--- src/rtl/mdu_ctrl.sv ---
// Iterative multiply/divide unit for the EX stage: 32-cycle shift-add multiply and
// restoring divide on a shared accumulator, owning the architectural HI/LO registers.
module mdu_ctrl #(
  parameter int XLEN = 32
) (
  input  logic            clk,
  input  logic            rst,
  input  logic            md_start,
  input  logic [2:0]      md_op,
  input  logic [XLEN-1:0] md_a,
  input  logic [XLEN-1:0] md_b,
  input  logic            flush,
  output logic            busy,
  output logic            done,
  output logic [XLEN-1:0] hi,
  output logic [XLEN-1:0] lo
);

  localparam int CW = $clog2(XLEN);

  typedef enum logic [1:0] {IDLE, CALC, FIX} state_t;
  typedef enum logic [2:0] {
    OP_NONE = 3'd0, OP_MULT = 3'd1, OP_MULTU = 3'd2, OP_DIV = 3'd3,
    OP_DIVU = 3'd4, OP_MTHI = 3'd5, OP_MTLO = 3'd6, OP_RSVD = 3'd7
  } op_t;

  state_t            r_state;
  logic [CW-1:0]     r_cnt;
  logic [2*XLEN-1:0] r_acc;
  logic [XLEN-1:0]   r_opnd;
  logic              r_is_div, r_neg_q, r_neg_r, r_div0;
  logic [XLEN-1:0]   r_hi, r_lo;
  logic              r_busy, r_done;

  op_t               w_op;
  logic              w_is_md, w_is_div, w_signed;
  logic [XLEN-1:0]   w_abs_a, w_abs_b;
  logic [XLEN:0]     w_mul_sum, w_rem_sh, w_trial;
  logic [2*XLEN-1:0] w_acc_step, w_prod;
  logic [XLEN-1:0]   w_quo, w_rem;

  // NOTE: plain continuous assigns for all next-value logic, so no branch can leave a
  // combinational signal unassigned and infer a latch.
  assign w_op     = op_t'(md_op);
  assign w_is_md  = (w_op == OP_MULT) || (w_op == OP_MULTU) || (w_op == OP_DIV) || (w_op == OP_DIVU);
  assign w_is_div = (w_op == OP_DIV) || (w_op == OP_DIVU);
  assign w_signed = (w_op == OP_MULT) || (w_op == OP_DIV);
  assign w_abs_a  = (w_signed && md_a[XLEN-1]) ? -md_a : md_a;
  assign w_abs_b  = (w_signed && md_b[XLEN-1]) ? -md_b : md_b;

  // Multiply: add the multiplicand into the upper half when the current multiplier bit
  // (acc[0]) is set, then shift the whole accumulator right, carry included.
  assign w_mul_sum = {1'b0, r_acc[2*XLEN-1:XLEN]} + {1'b0, {XLEN{r_acc[0]}} & r_opnd};

  // Divide: shift {remainder, quotient} left; keep the trial subtraction if it didn't borrow.
  assign w_rem_sh = r_acc[2*XLEN-1:XLEN-1];
  assign w_trial  = w_rem_sh - {1'b0, r_opnd};

  assign w_acc_step = !r_is_div  ? {w_mul_sum, r_acc[XLEN-1:1]} :
                      !w_trial[XLEN] ? {w_trial[XLEN-1:0], r_acc[XLEN-2:0], 1'b1} :
                                       {r_acc[2*XLEN-2:0], 1'b0};

  assign w_prod = r_neg_q ? -r_acc : r_acc;
  assign w_quo  = r_div0 ? {XLEN{1'b1}} : (r_neg_q ? -r_acc[XLEN-1:0] : r_acc[XLEN-1:0]);
  assign w_rem  = r_neg_r ? -r_acc[2*XLEN-1:XLEN] : r_acc[2*XLEN-1:XLEN];

  // NOTE: every register here uses non-blocking assignment so all state updates see
  // the pre-edge values, regardless of statement order.
  always_ff @(posedge clk or posedge rst) begin
    if (rst) begin
      r_state  <= IDLE;
      r_cnt    <= '0;
      r_acc    <= '0;
      r_opnd   <= '0;
      r_is_div <= 1'b0;
      r_neg_q  <= 1'b0;
      r_neg_r  <= 1'b0;
      r_div0   <= 1'b0;
      r_hi     <= '0;
      r_lo     <= '0;
      r_busy   <= 1'b0;
      r_done   <= 1'b0;
    end else begin
      r_done <= 1'b0;
      case (r_state)
        IDLE: begin
          if (md_start && !flush) begin
            if (w_is_md) begin
              r_acc    <= {{XLEN{1'b0}}, w_is_div ? w_abs_a : w_abs_b};
              r_opnd   <= w_is_div ? w_abs_b : w_abs_a;
              r_is_div <= w_is_div;
              r_neg_q  <= w_signed && (md_a[XLEN-1] ^ md_b[XLEN-1]);
              r_neg_r  <= w_signed && md_a[XLEN-1];
              r_div0   <= w_is_div && (md_b == '0);
              r_cnt    <= CW'(XLEN - 1);
              r_busy   <= 1'b1;
              r_state  <= CALC;
            end else if (w_op == OP_MTHI) begin
              r_hi <= md_a;
            end else if (w_op == OP_MTLO) begin
              r_lo <= md_a;
            end
          end
        end
        CALC: begin
          if (flush) begin
            r_busy  <= 1'b0;
            r_state <= IDLE;
          end else begin
            r_acc <= w_acc_step;
            r_cnt <= r_cnt - 1'b1;
            if (r_cnt == '0) r_state <= FIX;
          end
        end
        FIX: begin
          if (!flush) begin
            r_hi   <= r_is_div ? w_rem : w_prod[2*XLEN-1:XLEN];
            r_lo   <= r_is_div ? w_quo : w_prod[XLEN-1:0];
            r_done <= 1'b1;
          end
          r_busy  <= 1'b0;
          r_state <= IDLE;
        end
        default: begin
          r_busy  <= 1'b0;
          r_state <= IDLE;
        end
      endcase
    end
  end

  assign busy = r_busy;
  assign done = r_done;
  assign hi   = r_hi;
  assign lo   = r_lo;

endmodule

--- config.mk ---
export PLATFORM = sky130hd
export DESIGN_NAME = mdu_ctrl
export DESIGN_NICKNAME = d
export VERILOG_FILES = /design/src/rtl/mdu_ctrl.sv
export SDC_FILE = /design/constraint.sdc
export NUM_CORES = 1
export LEC_CHECK = 0
export BUFFER_PORTS_ARGS = -buffer_cell sky130_fd_sc_hd__clkbuf_2
export CAP_MARGIN = 20
export CORE_MARGIN = 4
export CORE_UTILIZATION = 60
export CTS_CLUSTER_DIAMETER = 120
export DETAILED_ROUTE_END_ITERATION = 7
export PLACE_DENSITY = 0.86
export SLEW_MARGIN = 20
export SYNTH_ARGS = -nofsm -noshare
export SYNTH_HDL_FRONTEND = slang
export SYNTH_SLANG_ARGS = --single-unit
--- constraint.sdc ---
create_clock -name clk -period 5.34 [get_ports clk]
set_input_delay 0 -clock clk [delete_from_list [all_inputs] [get_ports clk]]
set_output_delay 0 -clock clk [all_outputs]
set_load 0.05 [all_outputs]
==> parameters.txt <==
Parameter                              Value

Outcome
  Status    finished, final reports clean

Synthesis
  Largest area contributor in the netlist    sky130_fd_sc_hd__dfrtp_1
  Ys flop type    sky130_fd_sc_hd__dfrtp_1
  Dominant cells by area after synthesis    sky130_fd_sc_hd__dfrtp_1 30%, sky130_fd_sc_hd__xnor2_1 7.4%, sky130_fd_sc_hd__o21ai_0 7.1%
  Post-synthesis compound-gate area fraction    0.241
  Post-Synthesis Net Count    2065
  Simple-Gate Fraction of Synth Area    0.208
  Leading cell type by number of instances after synthesis    sky130_fd_sc_hd__nor2_1
  Seq cells post-synth    173
  Count of flip-flops with a built-in enable after synthesis    0
  Post-synthesis instance total    1922
  Mean area per synthesized cell    7.58 sq um
  Area share of the largest cell type after synthesis    0.297
  Mux cell area share after synthesis    0.0373
  Fraction of the yosys area taken by sequential cells    0.297
  Number of distinct library cell variants in the gate-level netlist after synthesis    71
  Post-synthesis share of cell area spent on xor and xnor gates    0.106
  Post-synthesis instance area    14600 sq um
  Main combinational cell family by area after synthesis    compound AO/OA/AOI/OAI gates
  Arithmetic-cell share of the synthesized area counting full adders, half adders and majority gates    0.0628
  Total number of yosys warnings    0
  Post-synth ARST share    1.00
  Most numerous cell types in the synthesized netlist    228 x sky130_fd_sc_hd__nor2_1, 227 x sky130_fd_sc_hd__nand2_1, 206 x sky130_fd_sc_hd__o21ai_0, 173 x sky130_fd_sc_hd__dfrtp_1, 169 x sky130_fd_sc_hd__a21oi_1

Placement
  Number of placed cells counting well taps    2279
  Count of buffers from port buffering    136
  RD Place Congestion    1.00
  HPWL after DPL    38100 um

Final layout
  Final standard cell count with taps included and fillers excluded    2334
  Sequential standard cell area    4330 sq um
  Area Overhead vs Synth    11.2%
  Area used by multi-input combinational logic    9580 sq um
  Share of final-layout standard cells stronger than drive strength 1    0.108
  # diodes    0
  Layout net count    2145
  Fillers    2010

Route
  Wire length per cell    21.9 um
  First-pass iteration count of the detailed router    6
  Vias after detailed routing    15300
  Final wirelength    51100 um
  Number of design-rule violations left by the first detailed-router iteration    2317
  Vias per std cell    6.57
  Residual DRC count    0
  Post-detailed-route count of antenna-violating nets    0

Floorplanning
  IO Count    137
  Chip width    164 um
  Row Count    56
  Area of the core region    23700 sq um
  Die area    26800 sq um
  Effective utilization at floorplan    0.615
  Die Height    164 um

Clock tree
  Post-CTS clock slew at the launch and capture registers of the worst setup and hold paths    0.07 ns
  Number of CTS-inserted buffers    17
  H-Tree Level Count    4
  Maximum clock insertion buffer count    2
  Cts repair resizes    0
  Clock sinks    173
  Clk Tree Root Cell    sky130_fd_sc_hd__clkbuf_16
  Clock latency on the worst-skew pair    0.44 ns
  CTS tree    done

Setup path
  Worst-path cell chain    inv_1 -> ha_1 -> fa_1 -> nand2b_1 -> a21oi_1 -> o211ai_1 -> o21ai_1 -> a31oi_1 -> a211o_1 -> o21ai_1 -> a21oi_1 -> nor2_2 -> buf_4 -> mux2i_1 -> o21ai_0
  Slowest cell on the critical path    sky130_fd_sc_hd__nor2_2
  Reg-to-reg slack, setup    0.57 ns
  CP Launch Point    r_acc[31]
  CP Max Fanout    15
  WP data required    5.62 ns
  Worst setup path category    flip-flop to flip-flop
  Type of destination of the critical path    flip-flop
  Endpoint of the most critical register-to-register path    r_acc[51]
  Data arrival, critical path    5.06 ns
  RR Startpoint    r_acc[31]
  Critical path's largest stage delay    0.48 ns
  End point of the critical path    r_acc[51]
  Worst reg-to-reg path cell count    15
  Worst setup SP type    flip-flop

Power
  Relative contribution of sequential cells to total power    0.266
  Int Power    4.38 mW
  Part of the total power dissipated in the clock network    0.140
  Power density over the cells    562 nW/um^2
  Net switching fraction of the power    0.519
  Net Switching    4.72 mW
  IR drop worst, VDD    0.407 mV
  Leakage power    7.13 nW
  Part of the power in combinational logic    0.594

Timing
  Number of hold violations in the final report    0
  Setup Skew    0.0157 ns
  Post-route fraction of the period consumed by the critical path    0.894
  Worst max-slew margin expressed relative to the limit    0.279
  RSZ-0062 raised after global routing    false
  Total count of max-transition violations in the final report    0
  Maximum clock frequency    0.210 GHz
  Final Setup Violations    0
  Post-layout min period    4.77 ns
  Setup TNS    0 ns
  Worst-Margin Slew    1.08 ns

GRT
  All-layer global routing usage    0.374
  Grt total ovfl    0
  Number of global-route vias before repair    14100
  Largest net degree at the start of global routing    76
  Wire length of the first global-routing pass    78700 um
  Antenna violations before repair    0

Run
  Number of maximum-capacitance constraint violations    0

Hold path
  Type of the tightest min-delay check    primary input to flip-flop
area by class of cell:
type,count,area share
sequential,173,0.267
tap,319,0.0246
multi-input combinational,1568,0.591
inverter,61,0.0144
timing repair buffer,181,0.0664
clock buffer,18,0.0265
clock inverter,14,0.00934
kinds of logic after synthesis:
family	Yosys count
buffers and inverters	181
AO/OA/AOI/OAI	593
AND/OR/NAND/NOR	672
multiplexers	54
flip-flops	173
adder cells (fa/ha/maj)	72
XOR/XNOR	177
critical path, delay by kind of cell (launching register included):
family	cells	cell delay, ns
compound gates	8	2.22
fa+ha+maj	2	0.65
buf+inv	2	0.48
flops	1	0.38
mux	1	0.23
simple gates	2	0.66
layout by cell type, fill, tap and decap left out, drive strengths merged, types with 55 or more instances in the layout:
cell / count
ha: 70
dfrtp: 173
o21ai: 209
xnor2: 123
nor3: 55
nor2: 228
clkbuf: 154
a21oi: 169
nand2: 227
inv: 69
power groups by stage:
| stage | Sequential (mW) | Combinational [mW] | Clock [mW] |
|---|---|---|---|
| 3_5_place_dp | 2.40 | 5.25 | 0 |
| 4_1_cts | 2.37 | 5.31 | 1.27 |
| 3_3_place_gp | 2.37 | 5.17 | 0 |
| 6_report | 2.43 | 5.40 | 1.27 |
| 2_1_floorplan | 2.72 | 3.50 | 0 |
| 5_1_grt | 2.46 | 5.86 | 1.33 |
registers in the layout, summed over array words and instances (netlist names):
register / count
hi: 32
r_neg_r: 1
r_neg_q: 1
r_acc: 64
r_is_div: 1
r_state: 2
r_opnd: 32
lo: 32
r_cnt: 5
r_div0: 1
done: 1
busy: 1
worst min path at each step:
stage,slack (ns),cells after the start,startpoint,endpoint
2_1_floorplan,0.15,2,md_a[0],r_opnd[0]
3_3_place_gp,0.05,2,rst,r_state[0]
3_5_place_dp,0.05,2,rst,r_state[1]
4_1_cts,0.0005,3,md_a[18],hi[18]
5_1_grt,0.03,3,md_a[18],hi[18]
6_report,0.02,4,md_b[24],r_opnd[24]
stage by stage:
step	power [mW]	hold WS, ns	cell area [sq um]	worst slack [ns]	util
after floorplan	6.22	0.148	14600	0.652	-
after global placement	7.54	0.0527	15400	0.899	0.650
after detailed placement	7.65	0.0499	15400	0.716	0.650
after CTS	8.95	0.000464	16200	0.665	0.684
after global routing	9.65	0.0336	16200	0.257	0.684
final	9.10	0.0208	16200	0.569	0.684
metal layers:
metal	up-vias	part of all wire	global-route usage
li1	6983	-	-
met1	7164	0.40	0.514
met2	1013	0.43	0.564
met3	165	0.12	0.0770
met4	0	0.055	0.181
met5	-	0	0
repair_timing:
| item | 4_1_cts | 5_1_grt |
|---|---|---|
| endpoints found under the hold margin | 68 | 0 |
| setup buffers | 0 | 0 |
| hold buffers | 23 | 0 |
No activity file was read; power rests on OpenSTA's default activity.
